[src/rtl/alu_cmd_sequencer.sv]
// alu_cmd_sequencer: valid/ready command front end for the safe ALU.
// Optional halt-on-error behaviour is enabled by ALU_SEQ_HALT_ON_ERROR_EN.
module alu_cmd_sequencer #(
  parameter int DATA_W        = 8,
  parameter int SETTLE_CYCLES = 1,
  parameter int ERR_CNT_W     = 8
) (
  input  logic                 clk,
  input  logic                 rst,
  input  logic                 cmd_valid,
  output logic                 cmd_ready,
  input  logic [DATA_W-1:0]    cmd_a,
  input  logic [DATA_W-1:0]    cmd_b,
  input  logic [2:0]           cmd_op,
  output logic [DATA_W-1:0]    alu_a,
  output logic [DATA_W-1:0]    alu_b,
  output logic [2:0]           alu_op,
  input  logic [DATA_W-1:0]    alu_result,
  input  logic                 alu_error,
  output logic                 rsp_valid,
  input  logic                 rsp_ready,
  output logic [DATA_W-1:0]    rsp_result,
  output logic                 rsp_error,
  output logic [2:0]           rsp_op,
  output logic [ERR_CNT_W-1:0] err_count,
  input  logic                 err_clr,
  output logic                 halted,
  input  logic                 clear_halt
);

  typedef enum logic [1:0] {
    ST_IDLE,
    ST_DRIVE,
    ST_RESP
`ifdef ALU_SEQ_HALT_ON_ERROR_EN
    , ST_HALT
`endif
  } state_t;

  localparam logic [3:0] CNT_INIT = 4'(SETTLE_CYCLES - 1);

  state_t                state_q;
  logic [3:0]            cnt_q;
  logic [DATA_W-1:0]     alu_a_q;
  logic [DATA_W-1:0]     alu_b_q;
  logic [2:0]            alu_op_q;
  logic                  rsp_valid_q;
  logic [DATA_W-1:0]     rsp_result_q;
  logic                  rsp_error_q;
  logic [2:0]            rsp_op_q;
  logic [ERR_CNT_W-1:0]  err_cnt_q;
  logic [ERR_CNT_W-1:0]  err_cnt_d;
  logic                  capture;

  assign capture = (state_q == ST_DRIVE) && (cnt_q == 4'd0);

  // Saturating error count; a clear wins over a same-cycle increment
  always_comb begin
    err_cnt_d = err_cnt_q;
    if (err_clr)
      err_cnt_d = '0;
    else if (capture && alu_error && !(&err_cnt_q))
      err_cnt_d = err_cnt_q + ERR_CNT_W'(1);
  end

  // Command sequencing FSM with registered ALU drive and response
  always_ff @(posedge clk) begin
    if (rst) begin
      state_q      <= ST_IDLE;
      cnt_q        <= '0;
      alu_a_q      <= '0;
      alu_b_q      <= '0;
      alu_op_q     <= '0;
      rsp_valid_q  <= 1'b0;
      rsp_result_q <= '0;
      rsp_error_q  <= 1'b0;
      rsp_op_q     <= '0;
      err_cnt_q    <= '0;
    end else begin
      err_cnt_q <= err_cnt_d;
      unique case (state_q)
        ST_IDLE: begin
          if (cmd_valid) begin
            alu_a_q  <= cmd_a;
            alu_b_q  <= cmd_b;
            alu_op_q <= cmd_op;
            cnt_q    <= CNT_INIT;
            state_q  <= ST_DRIVE;
          end
        end
        ST_DRIVE: begin
          if (cnt_q == 4'd0) begin
            rsp_result_q <= alu_result;
            rsp_error_q  <= alu_error;
            rsp_op_q     <= alu_op_q;
            rsp_valid_q  <= 1'b1;
            state_q      <= ST_RESP;
          end else begin
            cnt_q <= cnt_q - 4'd1;
          end
        end
        ST_RESP: begin
          if (rsp_ready) begin
            rsp_valid_q <= 1'b0;
`ifdef ALU_SEQ_HALT_ON_ERROR_EN
            state_q <= rsp_error_q ? ST_HALT : ST_IDLE;
`else
            state_q <= ST_IDLE;
`endif
          end
        end
`ifdef ALU_SEQ_HALT_ON_ERROR_EN
        ST_HALT: begin
          if (clear_halt)
            state_q <= ST_IDLE;
        end
`endif
        default: state_q <= ST_IDLE;
      endcase
    end
  end

  // Ready is held low while reset is applied even though state is IDLE
  assign cmd_ready  = (state_q == ST_IDLE) && !rst;
  assign alu_a      = alu_a_q;
  assign alu_b      = alu_b_q;
  assign alu_op     = alu_op_q;
  assign rsp_valid  = rsp_valid_q;
  assign rsp_result = rsp_result_q;
  assign rsp_error  = rsp_error_q;
  assign rsp_op     = rsp_op_q;
  assign err_count  = err_cnt_q;

`ifdef ALU_SEQ_HALT_ON_ERROR_EN
  assign halted = (state_q == ST_HALT);
`else
  logic unused_clear_halt;
  assign unused_clear_halt = clear_halt;
  assign halted = 1'b0;
`endif

endmodule

[config.mk]
export PLATFORM = sky130hd
export DESIGN_NAME = alu_cmd_sequencer
export DESIGN_NICKNAME = d
export VERILOG_FILES = /design/src/rtl/alu_cmd_sequencer.sv
export SDC_FILE = /design/constraint.sdc
export NUM_CORES = 1
export LEC_CHECK = 0
export CAP_MARGIN = 15
export CORE_UTILIZATION = 38
export CTS_CLUSTER_SIZE = 16
export DETAILED_ROUTE_END_ITERATION = 10
export GPL_TIMING_DRIVEN = 0
export PLACE_DENSITY = 0.77
export RECOVER_POWER = 50
export REMOVE_ABC_BUFFERS = 1
export SLEW_MARGIN = 40
export SYNTH_ARGS = -nofsm -noshare
export SYNTH_HDL_FRONTEND = slang
export SYNTH_SLANG_ARGS = --single-unit
export TNS_END_PERCENT = 100
[constraint.sdc]
create_clock -name clk -period 1.6 [get_ports clk]
set_input_delay 0.24 -clock clk [delete_from_list [all_inputs] [get_ports clk]]
set_output_delay 0.24 -clock clk [all_outputs]
set_load 0.1 [all_outputs]
* After elaboration in Yosys (flattened, before gate mapping)
Index checks and enable logic that the tools add are counted.
Operators by class: add/sub/neg operators 2, equality and inequality tests 6, mux-type cells 10, reductions and logical operators 17
Operators with widths (count):
- AND reduction 3 bit | 3
- adder 8 x 1 -> 8 bit, second input constant | 1
- 2-to-1 mux 4 bit | 2
- one-hot mux 4 bit (2 select lines) | 1
- AND reduction 8 bit | 1
- 2-to-1 mux 2 bit | 3
- != test 2 bit, second input constant | 3
- one-hot mux 2 bit (3 select lines) | 1
- logical AND 1 bit | 4
- zero test 4 bit | 1
- AND reduction 2 bit | 2
- nonzero test 2 bit | 2
- subtractor 4 x 1 -> 4 bit, second input constant | 1
- equality test 2 x 1 -> 1 bit, second input constant | 1
- equality test 2 bit, second input constant | 1
- zero test 1 bit | 2
- zero test 2 bit | 1
- 2-to-1 mux 1 bit | 2
- != test 2 x 1 -> 1 bit, second input constant | 1
- one-hot mux 1 bit (2 select lines) | 1
- OR reduction 2 bit | 1
Word-level totals: flip-flop bits (word level) 46, bits of input ports 34, output and inout port bits 42, word-level logic and storage cells 45

* Depth between registers and ports, before layout
Gate-level depths: netlist (run 1).
word-level depth 4, depth in mapped cells 7

* Least setup slack after synthesis (run 1)
Ideal clock, no wire load.
path type in2out, from in rst, to out cmd_ready, arrival 2461 ps, setup slack -1101 ps, stages on the path 2, cells stage by stage clkbuf_1 > nor3_1
Between the ends: word-level cells in the longest chain between the ends 2
Ends and longest elaborated chain:
- from (decl) | line 9 | input logic rst,
- zero test 1 bit | line 124 | assign cmd_ready = (state_q == ST_IDLE) && !rst;
- logical AND 1 bit | line 124
- to (decl) | line 11 | output logic cmd_ready,
No other way between the ends.

* Worst setup path after layout (run 1)
from reg cnt_q[0], to reg err_cnt_q[7], in the netlist err_count[7]
Between the ends: word-level cells in the longest chain between the ends 4
Ends and longest elaborated chain:
- from (decl) | line 43 | logic [3:0] cnt_q;
- from (signal assigned) | line 99 | cnt_q <= cnt_q - 4'd1;
- zero test 4 bit | line 55 | assign capture = (state_q == ST_DRIVE) && (cnt_q == 4'd0);
- logical AND 1 bit | line 55
- logical AND 1 bit (2 in a row) | line 62 | else if (capture && alu_error && !(&err_cnt_q))
- to (signal assigned) | line 80 | err_cnt_q <= err_cnt_d;
- to (decl) | line 51 | logic [ERR_CNT_W-1:0] err_cnt_q;
No other way between the ends. A chain may end at the register's enable or synchronous reset.

==> results of run 1 <==
## per-stage QoR
step	util [%]	hold WS [ns]
global route	60.3	0.478
global placement	57.0	0.441
detailed placement	52.7	0.444
CTS	57.8	0.456
floorplan	-	0.309
finish	60.3	0.456
## worst register-to-register path, delay by kind of cell (launching register included)
family          cells  cell delay [ns]
simple gates        3             0.90
flops               1             0.33
fa+ha+maj           1             0.13
compound gates      1             0.12
buf+inv             1             0.08
## how the worst min path moves through the flow
stage,start,to,slack (ns),cells past startpoint
6_report,rsp_result[6],rsp_result[6],0.46,2
5_1_grt,alu_b[4],alu_b[4],0.48,2
4_1_cts,rsp_result[6],rsp_result[6],0.46,2
3_5_place_dp,rsp_result[6],rsp_result[6],0.44,2
3_3_place_gp,alu_a[7],alu_a[7],0.44,2
2_1_floorplan,rst,alu_a[0],0.31,1
## layout by cell type (no fill, tap or decap), drive strengths merged, types with 3 or more instances in the layout
master,count
inv,3
clkdlybuf4s50,31
a21oi,40
nand2,69
nand3,8
buf,22
dfxtp,46
or4,3
nor2,4
nor3,4
o41ai,3
nor3b,3
clkbuf,41
## state kept, by name (all words and copies together), names as in the netlist
| register | flops |
|---|---|
| state_q | 2 |
| rsp_op | 3 |
| err_count | 8 |
| rsp_valid | 1 |
| rsp_result | 8 |
| alu_a | 8 |
| alu_op | 3 |
| alu_b | 8 |
| cnt_q | 4 |
| rsp_error | 1 |
## metal layers
layer	vias up	track usage, %	routed length [um]
li1	921	-	-
met1	822	22.2	1990
met2	70	32.5	2210
met3	6	6.05	337
met4	0	7.56	56
met5	-	0	0
## logic make-up after synthesis
| family | after synthesis | share of synthesized area, % |
|---|---|---|
| buf+inv | 18 | 4.33 |
| fa+ha+maj | 2 | 1.37 |
| compound gates | 50 | 15.3 |
| flops | 46 | 50.5 |
| other cells | 1 | 0.206 |
| mux | 1 | 0.549 |
| xor+xnor | 2 | 0.962 |
| simple gates | 104 | 26.7 |
## power groups by stage
stage	clock network [W]	registers, W	logic, W
floorplan	0	0.00161	0.000140
detailed placement	0	0.00125	0.000685
finish	0.000843	0.00123	0.000706
global route	0.000926	0.00124	0.000744
CTS	0.000867	0.00123	0.000700
global placement	0	0.00125	0.000725
## final cells by class
cell class                      instances  share of cell area, %
Clock buffer                            7                   2.83
Multi-Input combinational cell        161                   35.3
Sequential cell                        46                   34.3
Tap cell                               52                   2.41
Timing Repair Buffer                   87                   23.6
Inverter                                3                  0.417
Clock inverter                          1                   1.11
## cell usage after synthesis
master	instances	area share (%)
or3b_2	2	0.96
mux2i_1	1	0.55
or3_1	2	0.69
nand3_1	6	1.6
o311ai_0	2	0.96
xor2_1	2	0.96
inv_1	3	0.62
o31ai_1	2	0.82
or2_2	2	0.69
and2_1	2	0.69
clkbuf_1	8	1.6
dfxtp_1	46	51
nor3_1	4	1.1
buf_4	2	0.82
nor4_1	1	0.34
nand3b_1	1	0.41
nor2_1	4	0.82
buf_2	3	0.82
nand3_4	1	0.96
buf_1	2	0.41
nor3b_1	2	0.82
nand2_1	69	14
a21oi_1	40	11
o21ai_0	1	0.27
ha_1	2	1.4
nand2b_1	1	0.34
and2b_1	1	0.41
o41ai_1	3	1.4
nor3b_2	1	0.69
or4_1	3	1.2
o21a_1	2	0.82
nand4_1	2	0.69
conb_1	1	0.21
## timing repair
action	4_1_cts	5_1_grt
setup endpoints to repair	19	24
buffers inserted	10	2
gates cloned	1	0
resized for setup	13	26
pin swaps	9	5
==> results.json, run 1 <==
{
  "outcome": "finished with violations",
  "violations": "design-rule violations, negative setup slack",
  "end_kind": "flip-flop",
  "drive_gt1_share_pct": 30.5,
  "post_dp_cell_area_mm2": 0.00236,
  "powerDensity_mw_per_mm2": 1030,
  "dieArea_mm2": 0.00508,
  "endpoint": "err_count[7]",
  "wire_per_inst_um": 12.8,
  "rows": 24,
  "power.total_w": 0.00278,
  "critPathBufInv": 1,
  "insertion_delay_ns": 0.30,
  "netlist_instances": 224,
  "final.setup_skew_ns": 0.00821,
  "cpPeakStageDelay_ns": 0.50,
  "vdd_ir_drop_max_v": 0.000627,
  "p_seq_share_pct": 44.2,
  "antenna_left": 0,
  "first_pass_iters": 7,
  "rrSetupSlack_ns": -0.02,
  "finalCritPeriodShare_pct": 101,
  "nets": 340,
  "boundaryPins": 76,
  "hold_class": "reg2reg",
  "p_clk_share_pct": 30.3,
  "layout_setup_ws_ns": -0.0159,
  "fmax_ghz": 0.619,
  "maxCapViolations": 0,
  "reg2regPathDepth": 6,
  "fin_crit_ns": 1.62,
  "p_sw_w": 0.000949,
  "grt_max_degree": 43,
  "regToRegEndpoint": "err_count[7]",
  "path_class": "reg2reg",
  "area_delta_synth_final_pct": 48.1,
  "yosysWarningCount": 0,
  "viasPerCell": 5.10,
  "crit_family": "simple AND/OR/NAND/NOR gates",
  "regToRegStartpoint": "cnt_q[0]",
  "path_depth": 6,
  "n_fill_cell": 397,
  "drt_iter0_markers": 89,
  "dp_cells": 336,
  "seqCellArea_um2": 926,
  "synth_area_per_cell_um2": 8.13,
  "slew_violations": 0,
  "antenna_found_initial": 0,
  "dr_total_vias": 1819,
  "crit_chain": "inv_2 > ha_4 > nor3b_4 > nand3_4 > or4_4 > a21oi_2",
  "cp.required_ns": 1.84,
  "power.internal_w": 0.00183,
  "grt_pass1_wl_mm": 7.56,
  "finalHoldViolCount": 0,
  "dp_hpwl_mm": 2.85,
  "grt_pass1_vias": 1703,
  "netSwitchingFraction_pct": 34.2,
  "grtUsageTotal_pct": 19.0,
  "relSlewSlack_pct": 50.8,
  "stdcell_count": 357,
  "multi_input_area_um2": 953,
  "crit_fanout": 6,
  "routed_wl_mm": 4.59,
  "cp-start-kind": "flip-flop",
  "tightest_slew_ns": 0.738,
  "report.final.setup_viol": 3,
  "drc_errors": 8,
  "htreeDepth": 2,
  "rsz0062_at_grt": "yes",
  "leakagePower_nw": 1.05,
  "fin_setup_tns_ns": -0.0346,
  "ys_types": 33,
  "die_width_um": 71.2,
  "pwr-share-comb_pct": 25.4,
  "place_ws_ns": -0.186,
  "clk_pin_slew_ns": 0.08,
  "ctsHoldBuffers": 0,
  "cts_made_buffers": 5,
  "root_buffer": "clkbuf_8",
  "fin_area_mm2": 0.00270,
  "worstPathArrival_ns": 1.85,
  "clkSinkCount": 46,
  "seq_area_frac_synth_pct": 50.5,
  "cts_tree": "done",
  "startpoint": "cnt_q[0]",
  "io_buffers": 73,
  "die_h_um": 71.2,
  "clk_path_buf_depth": 2,
  "start_util_pct": 40.7,
  "gp_congestion": 0.754,
  "coreArea_mm2": 0.00447,
  "synthesis.area_mm2": 0.00182,
  "grt_overflow": 0,
  "crit_path_top_delay_cell": "or4_4",
  "ys_ff_latch": 46,
  "n_antenna_cell": 0
}
(Power assumes the default switching activity.)
==> run 2: changes to the inputs <==
- RECOVER_POWER: 50 -> unset
==> run 2 against run 1 <==
  * The flow still finishes with violations (design-rule violations, negative setup slack)
  * First-iteration DRC count fell by 3.4%
  * Via count fell by 0.11%
  * Sequential power barely moved
  * Critical path depth did not move
  * Critical endpoint unchanged
  * Clock power barely moved
  * Maximum frequency barely moved
  * Non-clock buffer count did not move
==> results.json, run 2 (synthesis results as in run 1) <==
{
  "power.total_w": 0.00278,
  "n_antenna_cell": 0,
  "power.internal_w": 0.00183,
  "dieArea_mm2": 0.00508,
  "vdd_ir_drop_max_v": 0.000626,
  "gp_congestion": 0.754,
  "dp_cells": 336,
  "htreeDepth": 2,
  "finalHoldViolCount": 0,
  "p_sw_w": 0.000948,
  "grtUsageTotal_pct": 19.0,
  "powerDensity_mw_per_mm2": 1030,
  "cp-start-kind": "flip-flop",
  "clk_path_buf_depth": 2,
  "rrSetupSlack_ns": -0.01,
  "end_kind": "flip-flop",
  "netSwitchingFraction_pct": 34.1,
  "routed_wl_mm": 4.60,
  "report.final.setup_viol": 2,
  "worstPathArrival_ns": 1.85,
  "hold_class": "reg2reg",
  "grt_pass1_vias": 1703,
  "mostFrequentLayoutCells": "nand2_1, dfxtp_1, buf_2",
  "grt_max_degree": 43,
  "start_util_pct": 40.7,
  "root_buffer": "clkbuf_8",
  "n_fill_cell": 397,
  "layout_setup_ws_ns": -0.0148,
  "area_delta_synth_final_pct": 48.1,
  "p_clk_share_pct": 30.4,
  "io_buffers": 73,
  "tightest_slew_ns": 0.739,
  "fmax_ghz": 0.619,
  "slew_violations": 0,
  "dr_total_vias": 1817,
  "final.setup_skew_ns": 0.00850,
  "hold_ws_ns": 0.453,
  "grt_pass1_wl_mm": 7.56,
  "grt_overflow": 0,
  "die_width_um": 71.2,
  "violations": "design-rule violations, negative setup slack",
  "maxCapViolations": 0,
  "antenna_left": 0,
  "relSlewSlack_pct": 50.7,
  "coreArea_mm2": 0.00447,
  "pwr-share-comb_pct": 25.5,
  "rows": 24,
  "boundaryPins": 76,
  "wire_per_inst_um": 12.9,
  "finalCritPeriodShare_pct": 101,
  "first_pass_iters": 7,
  "drc_errors": 8,
  "ctsHoldBuffers": 0,
  "path_class": "reg2reg",
  "endpoint": "err_count[7]",
  "die_h_um": 71.2,
  "cts_tree": "done",
  "outcome": "finished with violations",
  "p_seq_share_pct": 44.1,
  "regToRegEndpoint": "err_count[7]",
  "rsz0062_at_grt": "yes",
  "cp.required_ns": 1.84,
  "clk_pin_slew_ns": 0.09,
  "drt_iter0_markers": 86,
  "regToRegStartpoint": "cnt_q[0]",
  "stdcell_count": 357,
  "cts_made_buffers": 5,
  "reg2regPathDepth": 6,
  "antenna_found_initial": 0,
  "startpoint": "cnt_q[0]",
  "clkSinkCount": 46,
  "final_common_cell": "nand2_1",
  "crit_fanout": 6,
  "dp_hpwl_mm": 2.85,
  "viasPerCell": 5.09,
  "insertion_delay_ns": 0.30,
  "drive_gt1_share_pct": 30.5,
  "nets": 340,
  "fin_crit_ns": 1.61,
  "leakagePower_nw": 1.08
}
[run 2: what timing repair did]
| action | in CTS | in global routing |
|---|---|---|
| buffers inserted | 10 | 2 |
| gates resized for setup | 13 | 26 |
| setup endpoints to repair | 19 | 24 |
| gates cloned | 1 | 0 |
| pin swaps | 9 | 5 |
[run 2: critical path, stage by stage, from the launching register on]
cell and delay (ns):
dfxtp_2 0.33, inv_2 0.08, ha_4 0.13, nor3b_4 0.26, nand3_4 0.14, or4_4 0.50
a21oi_2 0.12
[run 2: worst min path at each step]
stage / startpoint / endpoint / depth (start not counted)
floorplan: rst / alu_a[0] / 1
global placement: alu_a[7] / alu_a[7] / 2
detailed placement: rsp_result[6] / rsp_result[6] / 2
CTS: rsp_result[6] / rsp_result[6] / 2
global route: rsp_result[6] / rsp_result[6] / 2
finish: rsp_result[6] / rsp_result[6] / 2
[run 2: power by group through the flow]
stage               sequential, W  combinational (W)  clock, W
finish                    0.00123           0.000709  0.000843
global route              0.00124           0.000746  0.000926
CTS                       0.00123           0.000700  0.000867
detailed placement        0.00125           0.000685         0
global placement          0.00125           0.000725         0
floorplan                 0.00161           0.000140         0
[run 2: through the flow]
stage	area (um^2)	utilization, %	TNS, ns	worst slack (ns)
after floorplan	1750	-	-11.85	-1.04
after global routing	2700	60.3	-0.394	-0.0913
final	2700	60.3	-0.0288	-0.0148
after CTS	2590	57.8	-0.0428	-0.0204
after global placement	2550	57.0	-50.43	-1.67
after detailed placement	2360	52.7	-1.91	-0.186
[run 2: final cells by class]
type,count,area [um^2],share of cell area [%]
Tap cell,52,65.1,2.41
Inverter,3,11.3,0.417
Clock inverter,1,30.0,1.11
Sequential cell,46,926,34.3
Timing Repair Buffer,87,637,23.6
Clock buffer,7,76.3,2.83
Multi-Input combinational cell,161,953,35.3
[run 2: routing by layer]
metal	routed length [um]	part of all wire [%]	GRT usage, %	vias to the layer above
met1	2020	44	22.2	827
met5	0	0	0	-
met4	56	1.2	7.56	0
li1	-	-	-	919
met3	322	7.0	6.05	6
met2	2210	48	32.5	65
==> run 3: changes to the inputs <==
- CORE_ASPECT_RATIO: unset -> 0.5
- CORE_UTILIZATION: 38 -> 55
- DONT_BUFFER_PORTS: unset -> 1
- PLACE_DENSITY: 0.77 -> 0.75
==> run 3 against run 2 <==
  * The run ends with negative setup slack left
  * Routed wire length decreased by 8.6%
  * Clock skew down 0.0027 ns
  * Core utilization rose by 13 points
  * Count of clock-buffer cells in the layout is 2 lower
  * Via count fell by 14%
  * Flip-flop and latch count is the same
  * Non-clock buffer count decreased by 69
  * Largest power group unchanged
==> results.json, run 3 (synthesis results as in run 1) <==
{
  "finalHoldViolCount": 0,
  "clkSinkCount": 46,
  "die_h_um": 42.7,
  "outcome": "finished with violations",
  "dieArea_mm2": 0.00356,
  "worstPathArrival_ns": 1.90,
  "crit_path_top_delay_cell": "or4_4",
  "crit_fanout": 6,
  "powerDensity_mw_per_mm2": 1180,
  "maxCapViolations": 0,
  "nets": 271,
  "grt_overflow": 0,
  "drt_iter0_markers": 63,
  "rows": 14,
  "boundaryPins": 76,
  "mostFrequentLayoutCells": "nand2_1, a21oi_1, dfxtp_2",
  "grt_max_degree": 36,
  "routed_wl_mm": 4.21,
  "end_kind": "flip-flop",
  "cts_tree": "done",
  "final.setup_skew_ns": 0.00583,
  "critPathBufInv": 1,
  "wire_per_inst_um": 15.2,
  "htreeDepth": 2,
  "grtUsageTotal_pct": 25.0,
  "final_common_cell": "nand2_1",
  "n_antenna_cell": 0,
  "n_fill_cell": 244,
  "clk_path_buf_depth": 2,
  "vdd_ir_drop_max_v": 0.000676,
  "place_ws_ns": -0.354,
  "fin_crit_ns": 1.67,
  "relSlewSlack_pct": 58.0,
  "start_util_pct": 59.1,
  "first_pass_iters": 4,
  "min_from": "rst",
  "cts_made_buffers": 5,
  "path_class": "reg2reg",
  "crit_family": "simple AND/OR/NAND/NOR gates",
  "grt_pass1_wl_mm": 6.87,
  "clk_pin_slew_ns": 0.09,
  "insertion_delay_ns": 0.29,
  "layout_setup_ws_ns": -0.0742,
  "leakagePower_nw": 0.784,
  "antenna_left": 0,
  "antenna_found_initial": 0,
  "startpoint": "cnt_q[0]",
  "dr_total_vias": 1564,
  "io_buffers": 0,
  "cp.required_ns": 1.82,
  "rrSetupSlack_ns": -0.07,
  "root_buffer": "clkbuf_8",
  "drc_errors": 0,
  "grt_pass1_vias": 1521,
  "violations": "negative setup slack",
  "gp_congestion": 0.754,
  "cpPeakStageDelay_ns": 0.54,
  "fmax_ghz": 0.597,
  "cp-start-kind": "flip-flop",
  "report.final.setup_viol": 7,
  "dp_hpwl_mm": 2.42,
  "power.total_w": 0.00267,
  "coreArea_mm2": 0.00308,
  "rsz0062_at_grt": "yes",
  "final_util_pct": 73.3,
  "die_width_um": 83.4,
  "drive_gt1_share_pct": 39.0,
  "area_delta_synth_final_pct": 24.1,
  "hold_class": "in2reg",
  "slew_violations": 0,
  "hold_ws_ns": 0.0190,
  "finalCritPeriodShare_pct": 105,
  "regToRegStartpoint": "cnt_q[0]",
  "viasPerCell": 5.67,
  "tightest_slew_ns": 0.628,
  "crit_chain": "inv_2 > ha_4 > nor3b_4 > nand3_4 > or4_4 > a21oi_2"
}
-- run 3: changes by cell type in the layout (fill, tap and decap cells not counted), sizes merged --
cell | previous run | this run
buf | 55 | 17
dlygate4sd3 | 0 | 1
inv | 3 | 4
clkbuf | 8 | 5
clkinv | 0 | 1
clkdlybuf4s50 | 31 | 0
-- run 3: worst paths after layout --
| check | to | cells past startpoint |
|---|---|---|
| worst max-delay path | err_count[4] | 6 |
| worst min-delay path | cnt_q[3] | 1 |
| worst max register to register | err_count[4] | 6 |
| worst min register to register | cnt_q[0] | 3 |
-- run 3: metal layers --
| metal | vias up | routed length, um | global-route usage, % |
|---|---|---|---|
| met4 | 0 | 42 | 8.97 |
| met1 | 708 | 1800 | 29.0 |
| met2 | 69 | 2010 | 43.6 |
| li1 | 781 | - | - |
| met3 | 6 | 352 | 8.95 |
| met5 | - | 0 | 0 |
-- run 3: repair_timing --
action	CTS	global route
pin swaps	9	4
gates cloned	1	0
setup buffers	10	3
endpoints found under the setup margin	20	27
hold endpoints to repair	35	1
hold buffers	1	1
resized for setup	26	11
-- run 3: power breakdown --
| group | switching [W] | total (W) | leakage [nW] | internal, W |
|---|---|---|---|---|
| Clock | 0.000391 | 0.000860 | 0.0585 | 0.000468 |
| Sequential | 0.000401 | 0.00160 | 0.396 | 0.00120 |
| Combinational | 0.000139 | 0.000214 | 0.330 | 0.0000748 |
-- run 3: cell type report --
type / instances / area, um^2 / area share, %
multi-input cells: 161 / 931 / 41.2
clock inverters: 3 / 43.8 / 1.94
flip-flops and latches: 46 / 991 / 43.8
clock buffers: 5 / 68.8 / 3.04
inverters: 3 / 11.3 / 0.498
repair buffers: 18 / 165 / 7.30
well taps: 40 / 50.0 / 2.21
-- run 3: stage by stage --
stage | std cells | TNS [ns] | instance area (um^2)
global route | 276 | -0.830 | 2260
detailed placement | 252 | -2.56 | 1890
finish | 276 | -0.272 | 2260
floorplan | 209 | -11.85 | 1750
CTS | 272 | -0.0546 | 2200
global placement | 249 | -26.15 | 1800
